### src/rtl/dmem_arbiter.sv
// ============================================================================
// Module   : dmem_arbiter
// Brief    : Two-requester (CPU, DMA) arbiter for a single-port data memory.
//            Optional macro DMEM_ARB_ROUND_ROBIN_EN enables round-robin ties.
// Revision : 1.0 - initial release
// ============================================================================
`default_nettype none

module dmem_arbiter #(
    parameter int ADDR_W = 8,
    parameter int DATA_W = 32
) (
    input  logic              clk,
    input  logic              rst_n,
    input  logic              cpu_req,
    input  logic              cpu_we,
    input  logic [ADDR_W-1:0] cpu_addr,
    input  logic [DATA_W-1:0] cpu_wdata,
    output logic              cpu_gnt,
    output logic              cpu_rvalid,
    output logic [DATA_W-1:0] cpu_rdata,
    input  logic              dma_req,
    input  logic              dma_we,
    input  logic [ADDR_W-1:0] dma_addr,
    input  logic [DATA_W-1:0] dma_wdata,
    output logic              dma_gnt,
    output logic              dma_rvalid,
    output logic [DATA_W-1:0] dma_rdata,
    output logic              mem_write,
    output logic              mem_read,
    output logic [ADDR_W-1:0] mem_addr,
    output logic [DATA_W-1:0] mem_wdata,
    input  logic [DATA_W-1:0] mem_rdata,
    output logic              busy
);

    typedef enum logic [1:0] {
        S_IDLE   = 2'd0,
        S_ACCESS = 2'd1,
        S_RESP   = 2'd2
    } state_t;

    localparam logic C_OWNER_CPU = 1'b0;
    localparam logic C_OWNER_DMA = 1'b1;

    state_t              state_q,      state_d;
    logic                owner_q,      owner_d;
    logic                lat_we_q,     lat_we_d;
    logic                cpu_gnt_q,    cpu_gnt_d;
    logic                dma_gnt_q,    dma_gnt_d;
    logic                cpu_rvalid_q, cpu_rvalid_d;
    logic                dma_rvalid_q, dma_rvalid_d;
    logic [DATA_W-1:0]   cpu_rdata_q,  cpu_rdata_d;
    logic [DATA_W-1:0]   dma_rdata_q,  dma_rdata_d;
    logic                mem_write_q,  mem_write_d;
    logic                mem_read_q,   mem_read_d;
    logic [ADDR_W-1:0]   mem_addr_q,   mem_addr_d;
    logic [DATA_W-1:0]   mem_wdata_q,  mem_wdata_d;
    logic                busy_q,       busy_d;

    logic                w_pick_dma;
    logic                w_sel_we;
    logic [DATA_W-1:0]   w_resp_data;

`ifdef DMEM_ARB_ROUND_ROBIN_EN
    // On a tie the requester that did not own the previous access wins.
    assign w_pick_dma = dma_req & (~cpu_req | (owner_q == C_OWNER_CPU));
`else
    assign w_pick_dma = dma_req & ~cpu_req;
`endif

    assign w_sel_we    = w_pick_dma ? dma_we : cpu_we;
    assign w_resp_data = lat_we_q ? '0 : mem_rdata;

    always_comb begin
        state_d      = state_q;
        owner_d      = owner_q;
        lat_we_d     = lat_we_q;
        cpu_gnt_d    = 1'b0;
        dma_gnt_d    = 1'b0;
        cpu_rvalid_d = 1'b0;
        dma_rvalid_d = 1'b0;
        cpu_rdata_d  = cpu_rdata_q;
        dma_rdata_d  = dma_rdata_q;
        mem_write_d  = 1'b0;
        mem_read_d   = 1'b0;
        mem_addr_d   = mem_addr_q;
        mem_wdata_d  = mem_wdata_q;

        case (state_q)
            S_IDLE: begin
                if (cpu_req || dma_req) begin
                    state_d     = S_ACCESS;
                    owner_d     = w_pick_dma ? C_OWNER_DMA : C_OWNER_CPU;
                    lat_we_d    = w_sel_we;
                    mem_addr_d  = w_pick_dma ? dma_addr  : cpu_addr;
                    mem_wdata_d = w_pick_dma ? dma_wdata : cpu_wdata;
                    cpu_gnt_d   = ~w_pick_dma;
                    dma_gnt_d   = w_pick_dma;
                    mem_write_d = w_sel_we;
                    mem_read_d  = ~w_sel_we;
                end
            end
            S_ACCESS: begin
                // Memory read is combinational off mem_addr_q, so capture now.
                state_d = S_RESP;
                if (owner_q == C_OWNER_DMA) begin
                    dma_rvalid_d = 1'b1;
                    dma_rdata_d  = w_resp_data;
                end else begin
                    cpu_rvalid_d = 1'b1;
                    cpu_rdata_d  = w_resp_data;
                end
            end
            S_RESP: begin
                state_d = S_IDLE;
            end
            default: begin
                state_d = S_IDLE;
            end
        endcase

        busy_d = (state_d != S_IDLE);
    end

    always_ff @(posedge clk) begin
        if (!rst_n) begin
            state_q      <= S_IDLE;
            owner_q      <= C_OWNER_DMA;
            lat_we_q     <= 1'b0;
            cpu_gnt_q    <= 1'b0;
            dma_gnt_q    <= 1'b0;
            cpu_rvalid_q <= 1'b0;
            dma_rvalid_q <= 1'b0;
            cpu_rdata_q  <= '0;
            dma_rdata_q  <= '0;
            mem_write_q  <= 1'b0;
            mem_read_q   <= 1'b0;
            mem_addr_q   <= '0;
            mem_wdata_q  <= '0;
            busy_q       <= 1'b0;
        end else begin
            state_q      <= state_d;
            owner_q      <= owner_d;
            lat_we_q     <= lat_we_d;
            cpu_gnt_q    <= cpu_gnt_d;
            dma_gnt_q    <= dma_gnt_d;
            cpu_rvalid_q <= cpu_rvalid_d;
            dma_rvalid_q <= dma_rvalid_d;
            cpu_rdata_q  <= cpu_rdata_d;
            dma_rdata_q  <= dma_rdata_d;
            mem_write_q  <= mem_write_d;
            mem_read_q   <= mem_read_d;
            mem_addr_q   <= mem_addr_d;
            mem_wdata_q  <= mem_wdata_d;
            busy_q       <= busy_d;
        end
    end

    assign cpu_gnt    = cpu_gnt_q;
    assign dma_gnt    = dma_gnt_q;
    assign cpu_rvalid = cpu_rvalid_q;
    assign dma_rvalid = dma_rvalid_q;
    assign cpu_rdata  = cpu_rdata_q;
    assign dma_rdata  = dma_rdata_q;
    assign mem_write  = mem_write_q;
    assign mem_read   = mem_read_q;
    assign mem_addr   = mem_addr_q;
    assign mem_wdata  = mem_wdata_q;
    assign busy       = busy_q;

endmodule

`default_nettype wire

### config.mk
export PLATFORM = sky130hd
export DESIGN_NAME = dmem_arbiter
export DESIGN_NICKNAME = d
export VERILOG_FILES = /design/src/rtl/dmem_arbiter.sv
export SDC_FILE = /design/constraint.sdc
export NUM_CORES = 1
export LEC_CHECK = 0
export ABC_AREA = 1
export CAP_MARGIN = 20
export CELL_PAD_IN_SITES_DETAIL_PLACEMENT = 0
export CELL_PAD_IN_SITES_GLOBAL_PLACEMENT = 2
export CORE_MARGIN = 2
export CORE_UTILIZATION = 22
export CTS_CLUSTER_SIZE = 8
export DETAILED_ROUTE_END_ITERATION = 10
export GPL_ROUTABILITY_DRIVEN = 0
export PLACE_DENSITY = 0.91
export SLEW_MARGIN = 20
export SYNTH_ARGS = -nofsm -noshare
export SYNTH_HDL_FRONTEND = slang
export SYNTH_SLANG_ARGS = --single-unit
### constraint.sdc
create_clock -name clk -period 2.08 [get_ports clk]
set_clock_uncertainty 0.2 [all_clocks]
set_input_delay 0.312 -clock clk [delete_from_list [all_inputs] [get_ports clk]]
set_output_delay 0.312 -clock clk [all_outputs]
set_load 0.02 [all_outputs]
==> key figures, run 1 <==
Global route
  • GRT Total Usage: 0.134
  • Initial antenna violation count: 0
  • Gr ovfl total: 0
  • Global-route wire length before repair: 25800 um
  • Vias in the first global route: between 5000 and 6000
  • Largest net degree at the start of global routing: 79

Worst setup path
  • Worst setup EP type: output pin
  • Max FO, Critical Path: 2
  • CP bufs+invs: 1
  • Cell family with most CP delay: buffers and inverters
  • FF-to-FF path depth: 6
  • Critical Path AT: roughly 1.4 ns
  • Worst reg2reg setup slack: 0.46 ns
  • Cell Chain, Critical Path: clkdlybuf4s50_1
  • Crit Path Class: register to output pin
  • Slowest stage delay, CP: 0.65 ns
  • Critical path depth: 1
  • Crit start category: register
  • Worst EP required: approximately 1.6 ns
  • Slowest CP cell: clkdlybuf4s50_1

Final layout
  • Layout cells sized above 1: 0.0486
  • Final instance area: between 8000 and 9000 um2
  • Final core occ: 0.357
  • Area growth, synth to finish: 60.0%
  • Final #Nets: about 1200
  • Antenna cell count: 0

STA
  • Max-slew headroom: 0.543
  • Slew Limit Fails: 0
  • Tcrit/Tclk final: 0.924
  • Worst Slack Setup Final: between 0.15 and 0.2 ns
  • Hold Violations, Final: 0
  • Setup Viol. Count Final: 0
  • Post-layout min period: 1.92 ns
  • Setup tns final: 0 ns
  • RSZ-0062 raised after global routing: false
  • Fmax: around 0.52 GHz
  • Worst slew pin tran: between 0.6 and 0.7 ns

Drt
  • DR DRC count: 0
  • First-iteration detailed-routing DRC count: roughly 170
  • Vias per std cell: 3.87
  • Pre-antenna DRT Iters: 5
  • Vias: between 5000 and 6000
  • Routed WL per cell: 12.1 um
  • Detail Route Antenna Nets: 0
  • WL final: roughly 17000 um

Place
  • Placed Area: between 7000 and 8000 um2
  • DP HPWL: ~11000 um
  • Port buffer count: roughly 230
  • Pre-CTS worst setup slack: 0.204 ns

Clocking
  • Clk slew on worst S/H paths: around 0.060 ns
  • CTS Buffer Depth: 2
  • Num CTS Buffers: 17
  • CTS tree: yes
  • Number of clock sinks: about 120
  • Clock root cell: clkbuf_16
  • PostCTS Resize Cnt: 0
  • Hold-fix buffers, CTS: 0
  • H-tree depth: 4
  • Setup Buffers After CTS: 0
  • Worst skew pair latency: slightly above 0.4 ns

Status
  • Status: finished, final reports clean

Synth
  • Mapped Area: roughly 5200 um2
  • #FFs+latches synth: ~120
  • Synth cell types: 15
  • Syn Area/Cell: between 6 and 7 um2
  • Synth Net Count: ~950
  • Post-synthesis cell count: 828
  • Yosys warning count: 0
  • Sequential-to-total area share from yosys stat: 0.442

Floorplan
  • Core outline area: between 20000 and 25000 um2
  • Die Y-Extent: roughly 160 um
  • Starting density of the core: 0.223
  • Die width: 158 um
  • Num ports: between 200 and 250
  • Floorplan row count: between 50 and 60
  • Full die area: 24900 um2

Power
  • Power Density: ~800 nW/um2
  • Static leakage: approximately 4.2 nW
  • Total Power: 6.67 mW
  • Peak VDD IR: ~0.00032 V

Hold path
  • Hold Path Depth: 3
  • HP Class: input port to register

Job
  • Max cap viols: 0
## worst reg2reg max path, cell delays in order (launching register included)
cell and delay, ns:
dfxtp_1 0.36, inv_1 0.08, nand3_2 0.07, buf_4 0.55, nand2_1 0.13, nand2_1 0.09
nor2_1 0.05
## Yosys cell counts
cell / n / area share
clkbuf_1: 12 / 0.0086
buf_1: 6 / 0.0043
nor2_1: 163 / 0.12
nand2_2: 2 / 0.0024
dfxtp_1: 115 / 0.44
buf_6: 6 / 0.013
nand3_2: 1 / 0.0019
inv_1: 106 / 0.076
nor2_2: 1 / 0.0012
nand3_1: 87 / 0.084
nand2_1: 299 / 0.22
inv_2: 3 / 0.0022
buf_4: 7 / 0.010
nor2_8: 1 / 0.0038
buf_2: 19 / 0.018
## area by class of cell
type	instances	area [um2]
clock inverters	6	55.1
well taps	319	399
fillers	2539	15000
inverters	109	409
flip-flops and latches	115	2300
clock buffers	24	482
multi-input cells	554	2220
repair buffers	242	2470
## kinds of logic after synthesis
family        after synthesis  share of synthesized area
simple gates              554                      0.426
buf+inv                   159                      0.133
flops                     115                      0.442
## where the power goes
part | internal [mW] | switching, mW | total [mW]
sequential | 2.39 | 0.0939 | 2.48
combinational | 0.686 | 0.772 | 1.46
clock | 1.71 | 1.02 | 2.73
## worst paths after layout
check,from,endpoint
worst max-delay path,mem_wdata[18],mem_wdata[18]
worst min-delay path,rst_n,mem_addr[0]
worst max register to register,state_q[1],cpu_rdata[13]
worst min register to register,mem_wdata[3],mem_wdata[3]
## placed cells by master, fill, tap and decap left out, types with 2 or more instances in the layout
master / synthesis / layout
clkbuf_1: 12 / 4
inv_1: 106 / 106
buf_4: 7 / 8
clkdlybuf4s50_1: 0 / 226
nand2_2: 2 / 2
clkinv_2: 0 / 5
clkbuf_8: 0 / 3
nand2_1: 299 / 299
nand3_2: 1 / 2
nor2_1: 163 / 163
inv_2: 3 / 3
dfxtp_1: 115 / 115
buf_12: 0 / 7
nand3_1: 87 / 86
clkbuf_16: 0 / 17
## metal layers
metal / vias to the layer above / track usage / wire [um]
met2: 171 / 0.222 / 7390
met5: - / 0 / 0
met4: 0 / 0.0368 / 181
met3: 15 / 0.0627 / 1640
met1: 2251 / 0.155 / 7360
li1: 2857 / - / -
## sequential cells by signal, indices dropped and copies added (netlist names), 2 cells and up
register,flops
state_q,2
cpu_rdata,32
mem_wdata,32
dma_rdata,32
mem_addr,8
## per-stage QoR
step | hold WS (ns) | std cells
2_1_floorplan | 0.283 | 828
3_3_place_gp | 0.257 | 1339
3_5_place_dp | 0.260 | 1339
4_1_cts | 0.0345 | 1369
5_1_grt | 0.0574 | 1369
6_report | 0.0585 | 1369
No activity file was read; power rests on OpenSTA's default activity.
==> run 2: changes to the inputs <==
--- a/config.mk
+++ b/config.mk
@@ -6,7 +6,6 @@
 export NUM_CORES = 1
 export LEC_CHECK = 0
 export ABC_AREA = 1
-export CAP_MARGIN = 20
 export CELL_PAD_IN_SITES_DETAIL_PLACEMENT = 0
 export CELL_PAD_IN_SITES_GLOBAL_PLACEMENT = 2
 export CORE_MARGIN = 2
==> constraint.sdc (replaced) <==
create_clock -name clk -period 2.08 [get_ports clk]
set_clock_uncertainty 0.2 [all_clocks]
set_input_delay 0.312 -clock clk [delete_from_list [all_inputs] [get_ports clk]]
set_output_delay 0.312 -clock clk [all_outputs]
set_load 0.05 [all_outputs]
==> run 2 against run 1 <==
Hold slack lost 0.0018 ns. Register-to-register slack barely moved. Critical path depth unchanged. Global-route usage barely moved. Power increased by 8.2%. Non-clock buffer count decreased by 1. Critical endpoint is now cpu_rvalid. Highest routed layer unchanged.
==> key figures, run 2 (synthesis results as in run 1) <==
Worst setup path
  • Crit start category: register (unchanged)
  • Critical Path AT: 1.50 ns (was 1.41 ns)
  • Slowest CP cell: clkdlybuf4s50_1 (unchanged)
  • Critical path depth: 1 (unchanged)
  • Max FO, Critical Path: 1 (was 2)
  • FF-to-FF path depth: 6 (unchanged)
  • Cell Chain, Critical Path: clkdlybuf4s50_1 (unchanged)
  • CP bufs+invs: 1 (unchanged)
  • Slowest stage delay, CP: 0.79 ns (was 0.65 ns)
  • Worst setup EP type: output pin (unchanged)
  • Worst EP required: 1.57 ns (about the same)
  • Crit Path Class: register to output pin (unchanged)
  • Cell family with most CP delay: buffers and inverters (unchanged)

STA
  • Fmax: 0.498 GHz (was 0.520 GHz)
  • Worst Slack Setup Final: 0.0722 ns (was 0.158 ns)
  • RSZ-0062 raised after global routing: false (unchanged)
  • Tcrit/Tclk final: 0.965 (was 0.924)
  • Setup Viol. Count Final: 0 (unchanged)
  • Post-layout min period: 2.01 ns (was 1.92 ns)
  • Worst slew pin tran: 0.687 ns (was 0.685 ns)
  • Slew Limit Fails: 0 (unchanged)
  • Hold Violations, Final: 0 (unchanged)
  • Max-slew headroom: 0.542 (was 0.543)
  • Setup tns final: 0 ns (unchanged)

Hold path
  • Hold Path Depth: 3 (unchanged)
  • HP Class: input port to register (unchanged)

Drt
  • Vias: 5310 (was 5294)
  • M1 WL: 7820 um (was 7360 um)
  • WL final: 16800 um (was 16600 um)
  • Top layer reached by signal wires: met4 (unchanged)
  • Vias per std cell: 3.88 (was 3.87)
  • Met2 wire len: 7430 um (was 7390 um)
  • Routed WL per cell: 12.3 um (was 12.1 um)
  • Met3 routed WL: 1350 um (was 1640 um)
  • Detail Route Antenna Nets: 0 (unchanged)
  • DR DRC count: 0 (unchanged)
  • First-iteration detailed-routing DRC count: 187 (was 174)
  • Pre-antenna DRT Iters: 4 (was 5)

Clocking
  • H-tree depth: 4 (unchanged)
  • Clk slew on worst S/H paths: 0.06 ns (about the same)
  • Clock root cell: clkbuf_16 (unchanged)
  • Worst skew pair latency: 0.40 ns (was 0.41 ns)
  • CTS Buffer Depth: 2 (unchanged)
  • CTS tree: yes (unchanged)
  • PostCTS Resize Cnt: 56 (was 0)
  • Setup Buffers After CTS: 0 (unchanged)
  • Hold-fix buffers, CTS: 0 (unchanged)
  • Num CTS Buffers: 17 (unchanged)
  • Number of clock sinks: 115 (unchanged)

Place
  • Placed Area: 7720 um2 (was 7800 um2)
  • Port buffer count: 228 (unchanged)
  • DP HPWL: 11500 um (was 11200 um)
  • Pre-CTS worst setup slack: 0.196 ns (was 0.204 ns)

Floorplan
  • Starting density of the core: 0.223 (unchanged)
  • Core outline area: 23300 um2 (unchanged)
  • Full die area: 24900 um2 (unchanged)
  • Floorplan row count: 56 (unchanged)
  • Num ports: 229 (unchanged)
  • Die width: 158 um (unchanged)
  • Die Y-Extent: 158 um (unchanged)

Global route
  • Largest net degree at the start of global routing: 80 (was 79)
  • Gr ovfl total: 0 (unchanged)
  • Vias in the first global route: 4988 (was 5041)
  • Initial antenna violation count: 0 (unchanged)
  • GRT Total Usage: 0.134 (about the same)
  • Global-route wire length before repair: 25900 um (was 25800 um)

Power
  • Peak VDD IR: 0.000339 V (was 0.000320 V)
  • Static leakage: 4.93 nW (was 4.16 nW)
  • Power Density: 867 nW/um2 (was 799 nW/um2)
  • Total Power: 7.21 mW (was 6.67 mW)

Final layout
  • Most frequent cells in the layout: nand2_1 (299), nor2_1 (163), clkdlybuf4s50_1 (117) (was nand2_1 (299), clkdlybuf4s50_1 (226), nor2_1 (163))
  • Antenna cell count: 0 (unchanged)
  • Final instance area: 8320 um2 (was 8340 um2)
  • Layout cells sized above 1: 0.0706 (was 0.0486)
  • Commonest non-fill, non-tap cell in the layout: nand2_1 (unchanged)
  • Area growth, synth to finish: 59.5% (was 60.0%)
  • Final #Nets: 1156 (was 1157)
  • Final core occ: 0.356 (was 0.357)

Job
  • Max cap viols: 0 (unchanged)

Status
  • Status: finished, final reports clean (unchanged)
run 2: cell count changes in the layout (fill, tap and decap cells not counted), sizes merged:
cell / change
dlymetal6s2s: +29
bufinv: +2
clkdlybuf4s50: -109
dlygate4sd2: +56
buf: +23
clkinv: -3
run 2: report_power, final:
| part | switching (mW) | internal (mW) |
|---|---|---|
| combinational | 1.15 | 0.599 |
| sequential | 0.0954 | 2.39 |
| clock | 0.991 | 1.99 |
run 2: worst paths after layout:
kind / from / endpoint / slack, ns
setup / recovery: cpu_rvalid / cpu_rvalid / 0.07
hold / removal: rst_n / mem_wdata[28] / 0.06
setup reg to reg: owner_q / cpu_rdata[15] / 0.45
hold reg to reg: mem_wdata[1] / mem_wdata[1] / 0.26
run 2: area by class of cell:
type,instances,area (um2)
clock inverters,5,100
well taps,319,399
multi-input cells,554,2220
inverters,109,409
fillers,2567,15000
repair buffers,241,2390
clock buffers,24,492
flip-flops and latches,115,2300
run 2: per-stage QoR:
step           hold WS, ns  std cells
2_1_floorplan        0.283        828
3_3_place_gp         0.257       1338
3_5_place_dp         0.259       1338
4_1_cts             0.0396       1367
5_1_grt             0.0490       1367
6_report            0.0567       1367
run 2: worst min-delay path: stages:
cell and delay, ns:
buf_4 0.17, nand3_1 0.09, nand2_1 0.05
run 2: per-layer routing:
metal  vias up  GRT usage
li1       2853          -
met1      2270      0.168
met2       172      0.216
met3        15     0.0479
met4         0     0.0416
met5         -          0
==> run 3: changes to the inputs <==
--- a/config.mk
+++ b/config.mk
@@ -14,6 +14,7 @@
 export DETAILED_ROUTE_END_ITERATION = 10
 export GPL_ROUTABILITY_DRIVEN = 0
 export PLACE_DENSITY = 0.91
+export SETUP_SLACK_MARGIN = 0.3
 export SLEW_MARGIN = 20
 export SYNTH_ARGS = -nofsm -noshare
 export SYNTH_HDL_FRONTEND = slang
==> run 3 against run 2 <==
Via count shrank 0.32%. Critical path depth is the same. Non-clock buffer count is the same. Highest routed layer unchanged.
==> key figures, run 3 (synthesis results as in run 1) <==
Drt
  • DR DRC count: 0 (unchanged)
  • Vias per std cell: 3.87 (was 3.88)
  • Detail Route Antenna Nets: 0 (unchanged)
  • First-iteration detailed-routing DRC count: 185 (was 187)
  • WL final: 16800 um (about the same)
  • Vias: 5293 (was 5310)
  • Routed WL per cell: 12.3 um (about the same)
  • Pre-antenna DRT Iters: 4 (unchanged)

Hold path
  • Hold Path Depth: 3 (unchanged)
  • WHS Endpoint: mem_wdata[28] (unchanged)
  • HP Class: input port to register (unchanged)
  • Hold path start: rst_n (unchanged)

Worst setup path
  • Worst reg2reg setup slack: 0.50 ns (was 0.45 ns)
  • FF-to-FF path depth: 6 (unchanged)
  • Cell family with most CP delay: buffers and inverters (unchanged)
  • Worst setup EP type: output pin (unchanged)
  • Slowest stage delay, CP: 0.50 ns (was 0.79 ns)
  • R2r endpoint: mem_wdata[6] (was cpu_rdata[15])
  • Slowest CP cell: clkdlybuf4s15_1 (was clkdlybuf4s50_1)
  • Crit. Startpoint: dma_rdata[31] (was cpu_rvalid)
  • CP bufs+invs: 1 (unchanged)
  • Worst r2r src: state_q[0] (was owner_q)
  • Critical Path AT: 1.22 ns (was 1.50 ns)
  • Worst EP required: 1.57 ns (about the same)
  • Crit start category: register (unchanged)
  • Cell Chain, Critical Path: clkdlybuf4s15_1 (was clkdlybuf4s50_1)
  • Crit Path Class: register to output pin (unchanged)
  • Max FO, Critical Path: 2 (was 1)

Global route
  • Largest net degree at the start of global routing: 80 (unchanged)
  • GRT Total Usage: 0.134 (about the same)
  • Gr ovfl total: 0 (unchanged)
  • Global-route wire length before repair: 25900 um (about the same)
  • Vias in the first global route: 4987 (was 4988)
  • Initial antenna violation count: 0 (unchanged)

Clocking
  • Worst skew pair latency: 0.40 ns (about the same)
  • Clk slew on worst S/H paths: 0.06 ns (about the same)
  • Setup Buffers After CTS: 0 (unchanged)
  • PostCTS Resize Cnt: 217 (was 56)
  • Num CTS Buffers: 17 (unchanged)
  • Clock root cell: clkbuf_16 (unchanged)
  • CTS Buffer Depth: 2 (unchanged)
  • Hold-fix buffers, CTS: 0 (unchanged)
  • CTS tree: yes (unchanged)
  • Number of clock sinks: 115 (unchanged)
  • H-tree depth: 4 (unchanged)

STA
  • Setup tns final: 0 ns (unchanged)
  • Max-slew headroom: 0.646 (was 0.542)
  • Hold Violations, Final: 0 (unchanged)
  • Post-layout min period: 1.73 ns (was 2.01 ns)
  • Fmax: 0.576 GHz (was 0.498 GHz)
  • Slew Limit Fails: 0 (unchanged)
  • Worst slew pin tran: 0.530 ns (was 0.687 ns)
  • Tcrit/Tclk final: 0.834 (was 0.965)
  • Setup Viol. Count Final: 0 (unchanged)
  • Final hold slack: 0.0575 ns (was 0.0567 ns)
  • RSZ-0062 raised after global routing: false (unchanged)
  • Worst Slack Setup Final: 0.345 ns (was 0.0722 ns)

Final layout
  • Final instance area: 8190 um2 (was 8320 um2)
  • Area of the multi-input gates: 2220 um2 (unchanged)
  • Final core occ: 0.351 (was 0.356)
  • Layout cells sized above 1: 0.150 (was 0.0706)
  • FF+latch area: 2300 um2 (unchanged)
  • Most frequent cells in the layout: nand2_1 (299), nor2_1 (163), dfxtp_1 (115), clkdlybuf4s50_1 (115), inv_1 (106) (was nand2_1 (299), nor2_1 (163), clkdlybuf4s50_1 (117))
  • Fillers: 2576 (was 2567)
  • Commonest non-fill, non-tap cell in the layout: nand2_1 (unchanged)
  • Final Non-Filler Cells: 1367 (unchanged)
  • Antenna cell count: 0 (unchanged)
  • Final #Nets: 1156 (unchanged)
  • Area growth, synth to finish: 57.1% (was 59.5%)

Floorplan
  • Floorplan row count: 56 (unchanged)
  • Core outline area: 23300 um2 (unchanged)
  • Die width: 158 um (unchanged)
  • Starting density of the core: 0.223 (unchanged)
  • Full die area: 24900 um2 (unchanged)
  • Num ports: 229 (unchanged)
  • Die Y-Extent: 158 um (unchanged)

Status
  • Status: finished, final reports clean (unchanged)

Place
  • Dpl cells: 1338 (unchanged)
  • Port buffer count: 228 (unchanged)
  • DP HPWL: 11500 um (unchanged)
  • Placed Area: 7720 um2 (unchanged)
  • Pre-CTS worst setup slack: 0.196 ns (unchanged)

Power
  • Static leakage: 4.28 nW (was 4.93 nW)
  • Total Power: 7.21 mW (about the same)
  • Peak VDD IR: 0.000340 V (was 0.000339 V)
  • Power Density: 880 nW/um2 (was 867 nW/um2)

Job
  • Max cap viols: 0 (unchanged)
run 3: routing by layer:
| metal | track usage | routed length (um) | vias up |
|---|---|---|---|
| met4 | 0.0416 | 201 | 0 |
| met5 | 0 | 0 | - |
| met2 | 0.214 | 7340 | 175 |
| met3 | 0.0485 | 1380 | 15 |
| li1 | - | - | 2853 |
| met1 | 0.169 | 7850 | 2250 |
run 3: layout make-up:
class                           instances  area share
Sequential cell                       115       0.281
Clock inverter                          5      0.0122
Tap cell                              319      0.0487
Multi-Input combinational cell        554       0.272
Timing Repair Buffer                  241       0.276
Clock buffer                           24      0.0601
Inverter                              109      0.0500
run 3: how the worst max path moves through the flow:
stage | endpoint | slack, ns | depth (start not counted)
floorplan | mem_wdata[0] | 0.82 | 8
global placement | mem_wdata[19] | 0.21 | 8
detailed placement | mem_wdata[14] | 0.20 | 8
CTS | mem_wdata[14] | 0.24 | 1
global route | dma_rdata[31] | 0.30 | 1
finish | dma_rdata[31] | 0.35 | 1
run 3: report_power, final:
part / leakage [nW] / total, mW / switching, mW / internal, mW
sequential: 0.943 / 2.49 / 0.101 / 2.39
combinational: 3.05 / 1.74 / 1.15 / 0.591
clock: 0.292 / 2.98 / 0.989 / 1.99
total: 4.28 / 7.21 / 2.24 / 4.96
